===== src/rtl/alu_issue_ctrl.sv =====
// Purpose: issue front end for the 32-bit ALU; decodes R-type funct, registers operands, captures result.
// Latency: legal op accepted in cycle N -> response valid from N+2; illegal op -> N+1; one legal op per 2 cycles.
// Backpressure: a held response (rsp_valid_o & ~rsp_ready_i) freezes rsp_* and drops req_ready_o.
//
// Ports:
//   clk_i, rst_i                      clock, asynchronous active-high reset
//   req_valid_i/req_ready_o           request handshake; req_funct_i, req_src1_i, req_src2_i, req_tag_i payload
//   alu_rst_n_o                       ALU reset (~rst_i)
//   alu_src1_o/alu_src2_o             registered operands to the ALU
//   alu_ctrl_o/alu_comp_o             decoded ALU_control / compare select
//   alu_result_i/zero/cout/ovf        combinational ALU outputs
//   rsp_valid_o/rsp_ready_i           response handshake; rsp_result_o, rsp_flags_o {trap,ovf,cout,zero},
//                                     rsp_illegal_o, rsp_tag_o payload
//   issued_cnt_o                      wrapping count of legal ops issued to the ALU
// Build option: define ALU_OVF_TRAP_EN to zero the result and raise the trap flag on ADD/SUB overflow.

module alu_issue_ctrl #(
  parameter int TAG_W = 4,
  parameter int CNT_W = 16
) (
  input  logic             clk_i,
  input  logic             rst_i,
  input  logic             req_valid_i,
  output logic             req_ready_o,
  input  logic [5:0]       req_funct_i,
  input  logic [31:0]      req_src1_i,
  input  logic [31:0]      req_src2_i,
  input  logic [TAG_W-1:0] req_tag_i,
  output logic             alu_rst_n_o,
  output logic [31:0]      alu_src1_o,
  output logic [31:0]      alu_src2_o,
  output logic [3:0]       alu_ctrl_o,
  output logic [2:0]       alu_comp_o,
  input  logic [31:0]      alu_result_i,
  input  logic             alu_zero_i,
  input  logic             alu_cout_i,
  input  logic             alu_ovf_i,
  output logic             rsp_valid_o,
  input  logic             rsp_ready_i,
  output logic [31:0]      rsp_result_o,
  output logic [3:0]       rsp_flags_o,
  output logic             rsp_illegal_o,
  output logic [TAG_W-1:0] rsp_tag_o,
  output logic [CNT_W-1:0] issued_cnt_o
);

  typedef enum logic [1:0] {
    IDLE  = 2'd0,
    ISSUE = 2'd1,
    RESP  = 2'd2
  } state_t;

  state_t state_q, state_d;

  logic             dec_legal;
  logic [3:0]       dec_ctrl;
  logic [2:0]       dec_comp;
  logic             accept;
  logic             load_op;
  logic             load_ill;
  logic             capture;
  logic             drop_rsp;
  logic             trap;
  logic [31:0]      result_cap;
  logic [TAG_W-1:0] tag_q;

  assign alu_rst_n_o = ~rst_i;

  // funct -> ALU_control / compare select
  always_comb begin
    dec_legal = 1'b1;
    dec_ctrl  = 4'b0000;
    dec_comp  = 3'b000;
    case (req_funct_i)
      6'h24:   dec_ctrl = 4'b0000;
      6'h25:   dec_ctrl = 4'b0001;
      6'h20:   dec_ctrl = 4'b0010;
      6'h22:   dec_ctrl = 4'b0110;
      6'h27:   dec_ctrl = 4'b1100;
      6'h26:   dec_ctrl = 4'b1101;
      6'h2A:   dec_ctrl = 4'b0111;
      6'h2B: begin
        dec_ctrl = 4'b0111;
        dec_comp = 3'b101;
      end
      default: dec_legal = 1'b0;
    endcase
  end

  // state register
  always_ff @(posedge clk_i or posedge rst_i) begin
    if (rst_i) state_q <= IDLE;
    else       state_q <= state_d;
  end

  // next state
  always_comb begin
    state_d = state_q;
    case (state_q)
      IDLE, RESP: begin
        if (accept)                           state_d = dec_legal ? ISSUE : RESP;
        else if (state_q == RESP && rsp_ready_i) state_d = IDLE;
      end
      ISSUE:   state_d = RESP;
      default: state_d = IDLE;
    endcase
  end

  // handshake and datapath enables
  always_comb begin
    req_ready_o = (state_q == IDLE) | ((state_q == RESP) & rsp_ready_i);
    accept      = req_valid_i & req_ready_o;
    load_op     = accept & dec_legal;
    load_ill    = accept & ~dec_legal;
    capture     = (state_q == ISSUE);
    drop_rsp    = (state_q == RESP) & rsp_ready_i & ~accept;
  end

`ifdef ALU_OVF_TRAP_EN
  // only ADD/SUB can trap; ALU_control identifies them since SLT/SLTU use 0111
  assign trap = ((alu_ctrl_o == 4'b0010) | (alu_ctrl_o == 4'b0110)) & alu_ovf_i;
`else
  assign trap = 1'b0;
`endif

  assign result_cap = trap ? 32'd0 : alu_result_i;

  always_ff @(posedge clk_i or posedge rst_i) begin
    if (rst_i) begin
      alu_src1_o    <= '0;
      alu_src2_o    <= '0;
      alu_ctrl_o    <= '0;
      alu_comp_o    <= '0;
      tag_q         <= '0;
      issued_cnt_o  <= '0;
      rsp_valid_o   <= 1'b0;
      rsp_result_o  <= '0;
      rsp_flags_o   <= '0;
      rsp_illegal_o <= 1'b0;
      rsp_tag_o     <= '0;
    end else begin
      if (load_op) begin
        alu_src1_o   <= req_src1_i;
        alu_src2_o   <= req_src2_i;
        alu_ctrl_o   <= dec_ctrl;
        alu_comp_o   <= dec_comp;
        tag_q        <= req_tag_i;
        issued_cnt_o <= issued_cnt_o + CNT_W'(1);
        rsp_valid_o  <= 1'b0;
      end
      // illegal ops never touch the ALU; answer straight from the request
      if (load_ill) begin
        rsp_valid_o   <= 1'b1;
        rsp_result_o  <= '0;
        rsp_flags_o   <= '0;
        rsp_illegal_o <= 1'b1;
        rsp_tag_o     <= req_tag_i;
      end
      if (capture) begin
        rsp_valid_o   <= 1'b1;
        rsp_result_o  <= result_cap;
        rsp_flags_o   <= {trap, alu_ovf_i, alu_cout_i, alu_zero_i};
        rsp_illegal_o <= 1'b0;
        rsp_tag_o     <= tag_q;
      end
      if (drop_rsp) rsp_valid_o <= 1'b0;
    end
  end

endmodule

===== config.mk =====
export PLATFORM = sky130hd
export DESIGN_NAME = alu_issue_ctrl
export DESIGN_NICKNAME = d
export VERILOG_FILES = /design/src/rtl/alu_issue_ctrl.sv
export SDC_FILE = /design/constraint.sdc
export NUM_CORES = 1
export LEC_CHECK = 0
export CAP_MARGIN = 10
export CORE_AREA = 2 2 115 117
export CTS_BUF_LIST = sky130_fd_sc_hd__clkbuf_4 sky130_fd_sc_hd__clkbuf_8
export DETAILED_ROUTE_END_ITERATION = 8
export DIE_AREA = 0 0 117 119
export GPL_TIMING_DRIVEN = 1
export PLACE_DENSITY = 0.81
export SYNTH_ARGS = -nofsm -noshare
export SYNTH_HDL_FRONTEND = slang
export SYNTH_SLANG_ARGS = --single-unit

===== constraint.sdc =====
create_clock -name clk_i -period 6.35 [get_ports clk_i]
set_input_delay 1.27 -clock clk_i [delete_from_list [all_inputs] [get_ports clk_i]]
set_output_delay 1.27 -clock clk_i [all_outputs]
set_load 0.1 [all_outputs]

# After elaboration in Yosys (flattened, before gate mapping)
# Index checks and enable logic that the tools add are counted.
# W data, S select, Z words.
[totals]
reg_bits = 135
out_inout_bits = 131
[op_classes]
addsub = 1
n_eq_ne = 11
n_mux = 19
bitwise_logic = 9
reduce_logical = 7
[op_table]
columns = ["cell", "n"]
rows = [
  ["$mux W32", 2],
  ["$eq A6 B6 Y1 const B", 8],
  ["$pmux W4 S6", 1],
  ["$add A16 B1 Y16 const B", 1],
  ["$mux W4", 4],
  ["$reduce_or A8 Y1", 1],
  ["$mux W1", 7],
  ["$mux W2", 3],
  ["$and A1 B1 Y1", 5],
  ["$pmux W2 S2", 1],
  ["$reduce_bool A4 Y1", 1],
  ["$reduce_or A2 Y1", 2],
  ["$mux W3", 1],
  ["$ne A3 B3 Y1 const B", 1],
  ["$not A1 Y1", 3],
  ["$eq A2 B1 Y1 const B", 1],
  ["$eq A2 B2 Y1 const B", 1],
  ["$logic_not A2 Y1", 1],
  ["$reduce_bool A2 Y1", 1],
  ["$logic_and A1 B1 Y1", 1],
  ["$or A1 B1 Y1", 1],
]

# Longest topological paths before layout
# Gate-level depths: netlist (run 1).
[logic_depth]
ltp_word = 9
ltp_mapped = 7
depth_no_buf = 5

# Worst setup path after synthesis (run 1)
# Ideal clock, no wire load.
[synth_path]
path_type = "input to output"
from = "input port rst_i"
to = "output port alu_rst_n_o"
arrival_ns = 4.549
path_slack_ns = 0.531
cell_stages = 1
n_path_buf = 0
path_cell_list = "inv_1"
[synth_via]
elab_chain_len = 1
[synth_rtl]
columns = ["element", "line_no", "rtl"]
rows = [
  ["from (decl)", "22", "input logic rst_i,"],
  ["$not A1 Y1", "67", "assign alu_rst_n_o = ~rst_i;"],
  ["to (decl)", "29", "output logic alu_rst_n_o,"],
]
# No other way between the ends.

# Worst setup path after layout (run 1)
# Same ends and word-level chain as after synthesis.

==> results of run 1 <==
-- layout make-up --
| cell class | count | area [um2] |
|---|---|---|
| timing repair buffer | 242 | 2420 |
| inverter | 5 | 21.27 |
| multi-input combinational | 201 | 1862 |
| clock buffer | 18 | 247.7 |
| tap | 176 | 220.2 |
| clock inverter | 14 | 161.4 |
| sequential | 132 | 3303 |
| fill | 1017 | 4639 |
-- cell families (layout without fill, tap and decap cells) --
family | count (synthesis) | in the layout | synth area share
flip-flops | 132 | 132 | 0.6223
multiplexers | 72 | 72 | 0.1737
AO/OA/AOI/OAI | 60 | 60 | 0.09194
AND/OR/NAND/NOR | 50 | 50 | 0.05257
buffers and inverters | 27 | 279 | 0.02994
XOR/XNOR | 16 | 16 | 0.02640
adder cells (fa/ha/maj) | 1 | 1 | 0.002357
other | 1 | 2 | 0.0007065
-- metrics by stage --
stage / hold slack [ns] / std cells
detailed placement: 0.4747 / 756
CTS: 0.4884 / 788
global placement: 0.4637 / 756
global route: 0.4941 / 788
finish: 0.4935 / 788
floorplan: 0.4800 / 360
-- worst max-delay path, cell delays in order --
cell	delay, ns
clkdlybuf4s50_1	0.45
inv_4	0.42
clkdlybuf4s50_1	1.24
-- worst min path at each step --
stage                                       startpoint                      endpoint  slack [ns]  cells past startpoint
after floorplan                   tag_q[0]$_DFFE_PP0P_          tag_q[0]$_DFFE_PP0P_        0.48                      1
after global placement    issued_cnt_o[15]$_DFFE_PP0P_  issued_cnt_o[15]$_DFFE_PP0P_        0.46                      1
after detailed placement  issued_cnt_o[15]$_DFFE_PP0P_  issued_cnt_o[15]$_DFFE_PP0P_        0.47                      1
after CTS                 issued_cnt_o[15]$_DFFE_PP0P_  issued_cnt_o[15]$_DFFE_PP0P_        0.49                      1
after global routing      issued_cnt_o[15]$_DFFE_PP0P_  issued_cnt_o[15]$_DFFE_PP0P_        0.49                      1
final                     issued_cnt_o[15]$_DFFE_PP0P_  issued_cnt_o[15]$_DFFE_PP0P_        0.49                      1
-- layout by cell type, fill, tap and decap left out, drive strengths merged --
cell type      Yosys  routed
nand3              5       5
clkinv             0       6
or4                1       1
a22o              35      35
clkbuf             5      18
clkdlybuf4s50      0     241
nand2              5       5
nor2b              2       2
nor3b              2       2
bufinv             0       3
o221ai             1       1
xnor2             14      14
a22oi              1       1
a31oi              4       4
nand4             11      11
buf               17       1
xor2               2       2
o21ai              8       8
ha                 1       1
and3               2       2
a21oi              6       6
nor2              10      10
nor4               1       1
inv                5       5
nand3b             1       1
mux2              71      71
mux2i              1       1
nand2b             7       7
nor3               2       2
clkinvlp           0       5
a32o               3       3
and2               1       1
dfrtp            132     132
a211o              1       1
conb               1       2
a211oi             1       1
-- Yosys cell counts, types with 2 or more instances --
master,count
nand3_1,5
nor3_1,2
buf_6,4
a32o_1,3
inv_1,5
a31oi_1,4
and3_1,2
o21ai_0,8
a21oi_1,5
dfrtp_1,132
nor2b_1,2
nand2_1,4
a22o_1,35
mux2_1,5
nor3b_1,2
mux2_2,36
xor2_1,2
nand2b_1,6
mux2_4,30
buf_2,7
xnor2_1,14
buf_4,5
clkbuf_1,5
nand4_1,11
nor2_1,9
-- routing by layer --
layer  GRT usage  routed length, um  up-vias
met5           0                  0        -
met4     0.07721                223        0
met3     0.08397               1279       19
met2      0.3403               7013      170
met1      0.2220               5234     1966
li1            -                  -     1779
-- sequential cells by signal, indices dropped and copies added, names as in the netlist --
name / count
tag_q: 4
state_q: 2
rsp_flags_o: 3
alu_ctrl_o: 4
rsp_illegal_o: 1
alu_comp_o: 1
issued_cnt_o: 16
alu_src1_o: 32
rsp_result_o: 32
alu_src2_o: 32
rsp_valid_o: 1
rsp_tag_o: 4
-- where the power goes --
part / switching [mW] / total [mW] / internal, mW / leakage [nW]
registers: 0.105 / 1.11 / 1.01 / 1.68
logic: 1.37 / 1.85 / 0.476 / 1.72
clock network: 0.324 / 0.719 / 0.394 / 0.196
total: 1.80 / 3.68 / 1.88 / 3.60
==> reports/qor.csv, run 1 <==
stage,metric,value,unit
synth,top cell type's share of synthesized area,0.6223,
synth,Post-Syn Instances,359,
clock_tree,CTS Sinks,132,
sta,fmax,0.2136,GHz
placed_design,Placement Cell Area,0.007826,mm2
sta,slew of the pin with the lowest slew margin,1.164,ns
synth,Netlist cell types,41,
setup_path,R2R Path End,alu_src2_o[21]$_DFFE_PP0P_,
sta,Tcrit/Tclk final,0.7374,
die,core area,0.01287,mm2
die,Starting Density,0.4122,
placed_design,# port buffers,241,
grt,grt ovf,0,
min_path,Worst Hold Class,flip-flop to flip-flop,
finish,final-stage net count,713,
setup_path,Worst EP required,5.08,ns
sta,post-route setup TNS,0,ns
synth,Area contributors post-synth,"dfrtp_1 (62%), mux2_4 (8.5%), mux2_2 (7.6%)",
sta,"Hold Vio Cnt, Final",0,
setup_path,crit end category,output port,
clock_tree,Resize count post-CTS,0,
drt,first drt pass iteration count,5,
clock_tree,Post-CTS Hold Fix Bufs,0,
grt,first-pass GRT wire length,21240,um
power_and_ir_drop,PwrDens,446.8,mW/mm2
grt,antenna violations before repair,0,
synth,mean post-synth cell area,14.78,um2
clock_tree,clock latency on the worst-skew pair,0.44,ns
clock_tree,Max clock buf depth,2,
sta,min Tclk post-route,4.682,ns
die,DIE WIDTH,117,um
synth,Synthesis Warnings,0,
grt,Total GRT Usage,0.2008,
drt,Via Count,3934,
clock_tree,Clock Pin Slew Worst Setup and Hold Paths,0.07,ns
setup_path,worst path arrival time,3.41,ns
outcome,status,finished clean,
run,Max-Cap Viols,0,
clock_tree,# Post-CTS Setup Buffers,0,
sta,slew margin rel.,0.2243,
synth,post-synth top area cell,dfrtp_1,
placed_design,Detailed Place HPWL,9772,um
placed_design,Post-Place Worst Slack,1.627,ns
sta,final setup fails,0,
sta,post-route clock skew,0.006618,ns
synth,Synth Cell Area,0.005308,mm2
setup_path,Critical Path Start Type,primary input,
drt,Routed Antenna Nets,0,
drt,routed wire length,13750,um
die,cell row count,42,
finish,final core occ,0.6397,
synth,sequential area share after synthesis,0.6223,
finish,share of cells above drive strength 1,0.1732,
die,I/O Pins,244,
clock_tree,TritonCTS clock tree,built,
synth,Main synth FF type,dfrtp_1,
power_and_ir_drop,Design Power,3.679,mW
setup_path,CP startpoint,rst_i,
synth,Seq cells post-synth,132,
sta,Final Worst Setup Slack,1.668,ns
synth,asr flop ratio synth,1.000,
drt,drt wl/cell,17.45,um
finish,area delta synth->final,55.16,%
setup_path,worst setup path endpoint,alu_rst_n_o,
setup_path,CP Max Fanout,45,
setup_path,critical path class,primary input to output port,
finish,Ant. Diodes,0,
power_and_ir_drop,Leak,3.595,nW
setup_path,worst reg2reg path depth,4,
clock_tree,CTS H-Tree Depth,4,
finish,fin area,0.008235,mm2
sta,Slew Limit Fails,0,
clock_tree,cts bufs inserted,17,
grt,largest net degree at the start of global routing,90,
die,die area,0.01392,mm2
sta,RSZ-0062 raised after global routing,no,
setup_path,r2r startpoint,state_q[1]$_DFFE_PP0P_,
clock_tree,clk root buf,clkbuf_8,
drt,1st-iter DRT viols,177,
setup_path,R2R Setup Slk,3.74,ns
power_and_ir_drop,maximum vdd drop,0.2333,mV
synth,Post-synth EDFFs,0,
placed_design,placer congestion estimate,0.8687,
grt,number of global-route vias before repair,4157,
drt,# DRC,0,
die,die height,119,um
drt,drt via density,4.992,
(Power assumes the default switching activity.)
==> inputs of run 2 (changes only) <==
==> constraint.sdc (replaced) <==
create_clock -name clk_i -period 4.6 [get_ports clk_i]
set_input_delay 0.92 -clock clk_i [delete_from_list [all_inputs] [get_ports clk_i]]
set_output_delay 0.92 -clock clk_i [all_outputs]
set_load 0.1 [all_outputs]
==> reports/qor.csv, run 2 (same netlist as run 1, synthesis figures left out) <==
stage,metric,value,unit
outcome,status,finished clean,
setup_path,CP Cell Sequence,clkdlybuf4s50_1 > nor3b_1 > a211oi_4 > buf_4 > nand2_4 > buf_12 > mux2_2,
die,DIE WIDTH,117,um
grt,antenna violations before repair,0,
drt,1st-iter DRT viols,246,
sta,min Tclk post-route,3.055,ns
power_and_ir_drop,Psw,2.470,mW
clock_tree,CTS H-Tree Depth,4,
finish,area delta synth->final,55.85,%
die,Starting Density,0.4122,
drt,Routed Antenna Nets,0,
setup_path,Worst EP required,4.91,ns
grt,largest net degree at the start of global routing,73,
clock_tree,Post-CTS Hold Fix Bufs,0,
sta,WHS,0.4805,ns
clock_tree,CTS Sinks,132,
clock_tree,cts bufs inserted,17,
setup_path,critical path's largest stage delay,0.55,ns
sta,RSZ-0062 raised after global routing,no,
finish,"commonest non-fill, non-tap cell in the layout",clkdlybuf4s50_1,
power_and_ir_drop,maximum vdd drop,0.3404,mV
finish,largest registers,"alu_src1_o (32), alu_src2_o (32), rsp_result_o (32)",
grt,first-pass GRT wire length,21210,um
clock_tree,clk root buf,clkbuf_8,
sta,slew of the pin with the lowest slew margin,1.015,ns
die,die area,0.01392,mm2
grt,Total GRT Usage,0.1984,
drt,Via Count,3908,
setup_path,CP Max Fanout,45,
drt,routed wire length,13460,um
placed_design,# port buffers,241,
drt,drt wl/cell,17.04,um
grt,number of global-route vias before repair,4154,
sta,fmax,0.3274,GHz
die,core area,0.01287,mm2
setup_path,CP startpoint,req_funct_i[3],
run,Max-Cap Viols,0,
die,I/O Pins,244,
finish,fill count,983,
power_and_ir_drop,Comb power frac,0.504,
clock_tree,Clock Pin Slew Worst Setup and Hold Paths,0.07,ns
setup_path,R2R Path End,alu_src2_o[8]$_DFFE_PP0P_,
setup_path,crit end category,flip-flop,
sta,Slew Limit Fails,0,
power_and_ir_drop,power share of the clock group,0.195,
setup_path,Critical Path Start Type,primary input,
clock_tree,Resize count post-CTS,0,
die,die height,119,um
finish,share of cells above drive strength 1,0.1792,
sta,"Hold Vio Cnt, Final",0,
placed_design,Detailed Place HPWL,9591,um
setup_path,worst path arrival time,3.36,ns
setup_path,worst reg2reg path depth,5,
sta,slew margin rel.,0.3213,
power_and_ir_drop,sequential power share,0.301,
placed_design,placer congestion estimate,0.8017,
power_and_ir_drop,PwrDens,614.1,mW/mm2
power_and_ir_drop,Design Power,5.080,mW
setup_path,critical path class,primary input to flip-flop,
sta,post-route clock skew,0.008861,ns
clock_tree,# Post-CTS Setup Buffers,0,
clock_tree,TritonCTS clock tree,built,
setup_path,r2r startpoint,state_q[1]$_DFFE_PP0P_,
setup_path,Slowest cell on crit path,clkdlybuf4s50_1,
power_and_ir_drop,Leak,3.622,nW
grt,grt ovf,0,
power_and_ir_drop,Int Power,2.610,mW
clock_tree,Max clock buf depth,2,
setup_path,worst setup path endpoint,tag_q[2]$_DFFE_PP0P_,
sta,final setup fails,0,
finish,most frequent cells in the layout,"clkdlybuf4s50_1 (239), dfrtp_1 (132), mux2_2 (36)",
sta,Tcrit/Tclk final,0.6640,
die,cell row count,42,
sta,post-route setup TNS,0,ns
min_path,Worst Hold Class,flip-flop to flip-flop,
power_and_ir_drop,Net Sw Frac,0.4862,
drt,drt via density,4.947,
drt,# DRC,0,
drt,first drt pass iteration count,4,
finish,Ant. Diodes,0,
clock_tree,clock latency on the worst-skew pair,0.43,ns
setup_path,R2R Setup Slk,2.21,ns
finish,final-stage net count,716,
-- run 2: changes by cell type in the layout (fill, tap and decap cells not counted) --
cell	change
clkdlybuf4s50_1	-2
bufinv_16	-1
clkinv_2	-2
clkinv_4	-1
clkbuf_8	+5
inv_4	-1
buf_4	+4
clkinvlp_4	-1
buf_12	+1
-- run 2: cell type report --
| type | instances | area (um2) | share of cell area |
|---|---|---|---|
| clock buffer | 23 | 316.6 | 0.03827 |
| tap | 176 | 220.2 | 0.02662 |
| sequential | 132 | 3303 | 0.3993 |
| inverter | 5 | 22.52 | 0.002723 |
| multi-input combinational | 201 | 1862 | 0.2251 |
| timing repair buffer | 245 | 2450 | 0.2962 |
| clock inverter | 8 | 97.59 | 0.01180 |
-- run 2: worst min path at each step --
stage	depth (start not counted)	start	to
after floorplan	1	tag_q[0]$_DFFE_PP0P_	tag_q[0]$_DFFE_PP0P_
after global placement	1	issued_cnt_o[15]$_DFFE_PP0P_	issued_cnt_o[15]$_DFFE_PP0P_
after detailed placement	1	issued_cnt_o[15]$_DFFE_PP0P_	issued_cnt_o[15]$_DFFE_PP0P_
after CTS	1	issued_cnt_o[15]$_DFFE_PP0P_	issued_cnt_o[15]$_DFFE_PP0P_
after global routing	1	issued_cnt_o[15]$_DFFE_PP0P_	issued_cnt_o[15]$_DFFE_PP0P_
final	1	issued_cnt_o[15]$_DFFE_PP0P_	issued_cnt_o[15]$_DFFE_PP0P_
-- run 2: per-stage QoR --
step	instances	utilization	worst slack [ns]	area (um2)
after floorplan	360	-	0.8195	5315
after global placement	759	0.6103	1.138	7858
after detailed placement	759	0.6103	1.086	7858
after CTS	790	0.6425	1.567	8272
after global routing	790	0.6425	1.373	8272
final	790	0.6425	1.545	8272
-- run 2: worst max-delay path, delay by kind of cell --
| family | cells | cell delay (ns) |
|---|---|---|
| muxes | 1 | 0.38 |
| buffers and inverters | 3 | 1.12 |
| and+or+nand+nor | 2 | 0.82 |
| AOI/OAI and AO/OA | 1 | 0.07 |
-- run 2: power by group through the flow --
| stage | Clock, mW | Combinational, mW | Sequential, mW |
|---|---|---|---|
| 2_1_floorplan | 0 | 0.339 | 3.12 |
| 3_3_place_gp | 0 | 2.54 | 1.54 |
| 3_5_place_dp | 0 | 2.57 | 1.55 |
| 4_1_cts | 1.02 | 2.57 | 1.53 |
| 5_1_grt | 1.07 | 2.63 | 1.56 |
| 6_report | 0.991 | 2.56 | 1.53 |
-- run 2: routing by layer --
metal,vias up,GRT usage,wire [um]
li1,1783,-,-
met5,-,0,0
met1,1921,0.2441,5649
met4,0,0.08529,292
met3,24,0.06616,1164
met2,180,0.3172,6356
